### config.mk
export PLATFORM = sky130hd
export DESIGN_NAME = imem_load_run_ctrl
export DESIGN_NICKNAME = d
export VERILOG_FILES = /design/src/rtl/imem_load_run_ctrl.sv
export SDC_FILE = /design/constraint.sdc
export NUM_CORES = 1
export LEC_CHECK = 0
export ABC_AREA = 1
export BUFFER_PORTS_ARGS = -buffer_cell sky130_fd_sc_hd__buf_2
export CAP_MARGIN = 0
export CORE_ASPECT_RATIO = 1.1
export CORE_UTILIZATION = 39
export CTS_CLUSTER_DIAMETER = 40
export DETAILED_ROUTE_END_ITERATION = 12
export GPL_TIMING_DRIVEN = 0
export SETUP_SLACK_MARGIN = 0.15
export SYNTH_ARGS = -nofsm -noshare
export SYNTH_HDL_FRONTEND = slang
export SYNTH_SLANG_ARGS = --single-unit
### constraint.sdc
create_clock -name clk -period 5.3 [get_ports clk]
set_input_delay 0.795 -clock clk [delete_from_list [all_inputs] [get_ports clk]]
set_output_delay 0.795 -clock clk [all_outputs]
set_load 0.01 [all_outputs]
### src/rtl/imem_load_run_ctrl.sv
`default_nettype none
// ============================================================================
// Module  : imem_load_run_ctrl
// Purpose : clears the core, streams a program into its IMEM, releases reset,
//           and gates run_pc for a budget. Optional: IMEM_LOADER_CHECKSUM_EN.
// Revision: 1.0
// ============================================================================
module imem_load_run_ctrl #(
  parameter int ADDR_W = 8,
  parameter int RUN_W  = 16
) (
  input  logic              clk,
  input  logic              reset_n,
  input  logic              start,
  input  logic              abort,
  input  logic [ADDR_W:0]   word_count,
  input  logic [RUN_W-1:0]  run_cycles,
  input  logic              s_valid,
  input  logic [31:0]       s_data,
  output logic              s_ready,
  output logic              instruction_write,
  output logic [ADDR_W-1:0] instruction_addr,
  output logic [31:0]       instruction_data,
  output logic              core_reset_n,
  output logic              run_pc,
  output logic              busy,
  output logic              done,
  output logic [31:0]       checksum
);

  localparam logic [ADDR_W:0] c_depth = {1'b1, {ADDR_W{1'b0}}};

  typedef enum logic [2:0] {
    S_IDLE  = 3'd0,
    S_CLEAR = 3'd1,
    S_LOAD  = 3'd2,
    S_FLUSH = 3'd3,
    S_RUN   = 3'd4,
    S_DONE  = 3'd5
  } state_t;

  state_t              r_state;
  state_t              w_next;
  logic                r_clr_phase;
  logic [ADDR_W:0]     r_count;
  logic [ADDR_W:0]     r_accepted;
  logic [ADDR_W-1:0]   r_addr;
  logic [RUN_W-1:0]    r_budget;
  logic [RUN_W-1:0]    r_run_cnt;
  logic                r_wr;
  logic [ADDR_W-1:0]   r_waddr;
  logic [31:0]         r_wdata;
  logic                r_core_reset_n;
  logic                r_run_pc;
  logic                r_busy;
  logic                r_done;
  logic                w_launch;
  logic                w_accept;
  logic                w_last;

  assign s_ready  = (r_state == S_LOAD) && (r_accepted < r_count);
  // A beat offered in the abort cycle is dropped together with any strobe.
  assign w_accept = s_valid && s_ready && !abort;
  assign w_last   = ((r_accepted + (ADDR_W+1)'(1)) == r_count);
  assign w_launch = start && !abort && ((r_state == S_IDLE) || (r_state == S_DONE));

  always_comb begin
    w_next = r_state;
    case (r_state)
      S_IDLE:  if (start) w_next = S_CLEAR;
      S_CLEAR: if (r_clr_phase) w_next = (r_count == '0) ? S_FLUSH : S_LOAD;
      S_LOAD:  if (w_accept && w_last) w_next = S_FLUSH;
      S_FLUSH: w_next = S_RUN;
      S_RUN:   if ((r_budget != '0) && (r_run_cnt == RUN_W'(1))) w_next = S_DONE;
      S_DONE:  if (start) w_next = S_CLEAR;
      default: w_next = S_IDLE;
    endcase
    if (abort) w_next = S_IDLE;
  end

  always_ff @(posedge clk or negedge reset_n) begin
    if (!reset_n) begin
      r_state <= S_IDLE;
    end else begin
      r_state <= w_next;
    end
  end

  // Status outputs are registered from the next state so they move with it.
  always_ff @(posedge clk or negedge reset_n) begin
    if (!reset_n) begin
      r_core_reset_n <= 1'b0;
      r_run_pc       <= 1'b0;
      r_busy         <= 1'b0;
      r_done         <= 1'b0;
    end else begin
      r_core_reset_n <= (w_next == S_RUN) || (w_next == S_DONE);
      r_run_pc       <= (w_next == S_RUN);
      r_busy         <= (w_next == S_CLEAR) || (w_next == S_LOAD) ||
                        (w_next == S_FLUSH) || (w_next == S_RUN);
      r_done         <= (w_next == S_DONE);
    end
  end

  always_ff @(posedge clk or negedge reset_n) begin
    if (!reset_n) begin
      r_clr_phase <= 1'b0;
      r_count     <= '0;
      r_accepted  <= '0;
      r_addr      <= '0;
      r_budget    <= '0;
      r_run_cnt   <= '0;
      r_wr        <= 1'b0;
      r_waddr     <= '0;
      r_wdata     <= '0;
    end else begin
      r_wr <= w_accept;
      if (w_accept) begin
        r_waddr    <= r_addr;
        r_wdata    <= s_data;
        r_addr     <= r_addr + ADDR_W'(1);
        r_accepted <= r_accepted + (ADDR_W+1)'(1);
      end
      if (w_launch) begin
        r_count     <= (word_count > c_depth) ? c_depth : word_count;
        r_budget    <= run_cycles;
        r_addr      <= '0;
        r_accepted  <= '0;
        r_clr_phase <= 1'b0;
      end else if (r_state == S_CLEAR) begin
        r_clr_phase <= 1'b1;
      end
      if ((r_state == S_FLUSH) && (w_next == S_RUN)) begin
        r_run_cnt <= r_budget;
      end else if ((r_state == S_RUN) && (r_run_cnt != '0)) begin
        r_run_cnt <= r_run_cnt - RUN_W'(1);
      end
    end
  end

`ifdef IMEM_LOADER_CHECKSUM_EN
  logic [31:0] r_sum;

  always_ff @(posedge clk or negedge reset_n) begin
    if (!reset_n) begin
      r_sum <= '0;
    end else if (w_launch) begin
      r_sum <= '0;
    end else if (w_accept) begin
      r_sum <= r_sum + s_data;
    end
  end

  assign checksum = r_sum;
`else
  assign checksum = 32'd0;
`endif

  assign instruction_write = r_wr;
  assign instruction_addr  = r_waddr;
  assign instruction_data  = r_wdata;
  assign core_reset_n      = r_core_reset_n;
  assign run_pc            = r_run_pc;
  assign busy              = r_busy;
  assign done              = r_done;

endmodule
`default_nettype wire

==> summary.txt <==
Outcome
  – Outcome: finished clean

Power and ir drop
  – Pwr/cell area: 432.8 nW/µm²
  – Combinational power share: between 30% and 40%
  – Cell Int Power: 1.852 mW
  – Leak pwr: about 3.6 nW
  – Worst vdd ir: a little over 0.0002 V
  – Clock Power Share: roughly a quarter
  – Seq pwr share: approximately 45%
  – Sw frac: a little under two fifths
  – Psw: between 1 and 1.5 mW

Drt
  – Final WL: about 13000 µm
  – Vias per Instance: around 4.7
  – Wire per inst: around 13 µm
  – Number of DRC markers in iteration 0: roughly 320
  – Via Count: around 5k
  – Routed Antenna Nets: 0
  – Pre-antenna DRT Iters: 5
  – DRC: 0

Synthesis
  – Yosys cell types: 39
  – Post-synthesis instance total: 686
  – Syn. warnings: 0
  – Post-Syn Area per Cell: 8.076 µm²
  – Mapped Area: between 5000 and 6000 µm²
  – Post-synthesis sequential area ratio: 48.33%
  – Seq cells post-synth: roughly 110

Clocking
  – CTS tree: yes
  – # H-tree levels: 3
  – Reg clk slew, reported paths: roughly 80 ps
  – Clock Sinks: about 110
  – Hold buffer count at cts: 0
  – Clk_lat worst skew: 350 ps
  – Clock Tree Buf Depth: 2
  – Post_cts resized: 0
  – Total CTS buffers: 9
  – Setup bufs post-CTS: 0
  – Clock root buffer master: clkbuf_16

Worst setup path
  – Buf/Inv on CP: 5
  – Worst setup EP type: flip-flop
  – R2r setup slk: between 2000 and 3000 ps
  – Slowest stage delay, CP: 480 ps
  – Kind of cell adding the most delay to the critical path: buffers and inverters
  – Critical path cell sequence: buf_2 > inv_1 > clkbuf_1 > nand3_1 > inv_1 > nor2_1 > inv_1 > o22ai_1
  – Slowest CP cell: nand3_1
  – CP Class: in -> reg
  – Startpoint Class: input pin
  – WP data arrival: roughly 2800 ps
  – CP max FO: 10
  – Critical path depth: 8
  – WP data required: roughly 5500 ps
  – RR Endpoint: r_addr[6]$_DFFE_PN0P_
  – Worst-case reg-to-reg path depth: 14
  – Reg-to-Reg Start: r_count[8]$_DFFE_PN0P_
  – Most used cell, CP: inv_1

Finish
  – Post-route cell area: slightly below 7000 µm²
  – Ant. Diodes: 0
  – Final net count: 911
  – Synthesis-to-layout area growth: 21.97%
  – Share of cells above drive strength 1: around 22%

Timing
  – Slew margin rel.: around three fifths
  – Slew Viols, Final: 0
  – Final worst path period share: around half
  – Setup-failing EPs final: 0
  – Fmax: around 390 MHz
  – Total Neg Setup Slack: 0 ps
  – Fin Clk Skew: 11.41 ps
  – Worst-margin pin slew: 609.5 ps
  – Final hold vios: 0
  – RSZ-0062 raised after global routing: no
  – Fin crit period: roughly 2600 ps

Run
  – Number of max-cap violations: 0

Place
  – Placed Area: around 6500 µm²
  – I/O Buffers: 107
  – Routability congestion estimate: approximately 0.89
  – HPWL Detailed: about 9800 µm

Floorplanning
  – Die width: 115.6 µm
  – Initial Util: 40.00%
  – I/O Pins: 140
  – Num rows: 45
  – DIE HEIGHT: ~130 µm
  – Area of the core: roughly 14000 µm²
  – Die ar.: approximately 15000 µm²

Global route
  – Initial antenna violation count: 0
  – Grt ovf: 0
  – GRT Total Usage: 18.53%
  – Vias in the first global route: 4462
  – Largest net degree at the start of global routing: between 60 and 70
  – First-pass GRT wire length: around 21000 µm

Hold path
  – HP Class: in -> async
-- cell usage after synthesis, drive strengths merged --
library cell | n | area share, %
clkbuf | 12 | 0.81
nand2 | 238 | 16
o31ai | 1 | 0.14
nand4 | 23 | 2.9
dfrtp | 107 | 48
inv | 48 | 3.3
or4 | 2 | 0.27
ha | 13 | 2.9
xnor2 | 2 | 0.32
o22ai | 4 | 0.45
nand3 | 62 | 5.6
xor2 | 7 | 1.1
nand3b | 3 | 0.41
o21ai | 36 | 3.5
a32o | 1 | 0.18
o21a | 1 | 0.14
o31a | 1 | 0.16
conb | 1 | 0.068
nor3 | 10 | 1.2
buf | 43 | 5.6
or2 | 7 | 0.84
nor2 | 43 | 3.5
nor4 | 1 | 0.23
o21bai | 1 | 0.14
a21o | 2 | 0.27
a21oi | 17 | 1.5
-- worst max-delay path by stage --
stage / from / to / slack (ps)
6_report: abort / r_accepted[8]$_DFFE_PN0P_ / 2730
3_3_place_gp: reset_n / r_budget[9]$_DFFE_PN0P_ / 2180
4_1_cts: abort / r_addr[1]$_DFFE_PN0P_ / 2700
5_1_grt: r_count[8]$_DFFE_PN0P_ / r_addr[6]$_DFFE_PN0P_ / 2540
3_5_place_dp: abort / r_accepted[8]$_DFFE_PN0P_ / 2360
2_1_floorplan: r_count[8]$_DFFE_PN0P_ / r_addr[7]$_DFFE_PN0P_ / 3260
-- worst reg2reg max path, cell delays in order, from the launching register on --
cell and delay (ps):
dfrtp_1 380, inv_1 80, ha_1 310, a21o_1 190, nor2_1 100, nand4_1 160
nor2_1 180, buf_2 270, nand2_1 80, nor2_1 140, nand2_1 110, nor2_1 140
nand3_1 80, nand2_1 60, nor2_1 40
-- area by class of cell --
type | instances | area, µm²
sequential | 107 | 2678
multi-input combinational | 507 | 2445
timing repair buffer | 108 | 565.5
clock buffer | 10 | 229.0
clock inverter | 6 | 71.32
fill | 1388 | 7093
tap | 188 | 235.2
buffer | 55 | 354.1
inverter | 48 | 180.2
-- state kept, by name (all words and copies together), names as in the netlist, 3 cells and up --
signal and flops:
instruction_addr 8, r_run_cnt 16, r_budget 16, r_count 9
r_accepted 9, r_state 3, instruction_data 32, r_addr 8
-- power groups by stage --
stage / clock network (mW) / logic (mW) / registers (mW)
5_1_grt: 0.737 / 1.08 / 1.35
3_3_place_gp: 0 / 0.917 / 1.31
4_1_cts: 0.710 / 0.945 / 1.31
2_1_floorplan: 0 / 0.573 / 1.34
6_report: 0.685 / 0.932 / 1.31
3_5_place_dp: 0 / 0.942 / 1.33
-- stage by stage --
step / cells / worst slack [ps] / hold slack [ps] / util, % / power, mW
finish: 1029 / 2729 / 430.5 / 48.79 / 2.925
global route: 1029 / 2545 / 481.9 / 48.79 / 3.168
CTS: 1029 / 2701 / 440.0 / 48.79 / 2.965
detailed placement: 1013 / 2360 / 456.1 / 46.62 / 2.267
global placement: 1012 / 2177 / 448.6 / 46.40 / 2.229
floorplan: 717 / 3260 / 462.7 / - / 1.916
-- logic make-up after synthesis --
kind of cell | count (synthesis) | share of synthesized area [%]
DFF | 107 | 48.33
and+or+nand+nor | 389 | 31.14
xor gates and xnor gates | 9 | 1.423
other | 1 | 0.06769
AOI/OAI and AO/OA | 64 | 6.459
adders and majority gates | 13 | 2.936
buffers and inverters | 103 | 9.643
-- layout by cell type, fill, tap and decap left out, types with 2 or more instances in the layout --
master / instances
o21ai_1: 3
buf_2: 110
nor3_1: 7
nand4_1: 22
nor2_1: 35
xor2_1: 7
dfrtp_1: 107
ha_1: 13
buf_4: 35
a21o_1: 2
o21ai_0: 32
conb_1: 32
or2_2: 3
or2_1: 3
inv_1: 44
buf_1: 3
nor2_4: 3
clkbuf_16: 9
buf_6: 2
nand2_2: 2
xnor2_1: 2
or4_1: 2
nand3b_1: 3
nand2_1: 236
inv_2: 4
nor3_2: 3
nor2_2: 5
o22ai_1: 4
clkbuf_1: 13
nand3_1: 62
a21oi_1: 17
-- layer usage --
metal	GRT usage, %	up-vias	routed length (µm)
met5	0	-	0
met1	25.77	2222	6409
met4	5.807	0	170
met2	29.38	157	5763
li1	-	2471	-
met3	3.273	11	762
No activity file was read; power rests on OpenSTA's default activity.
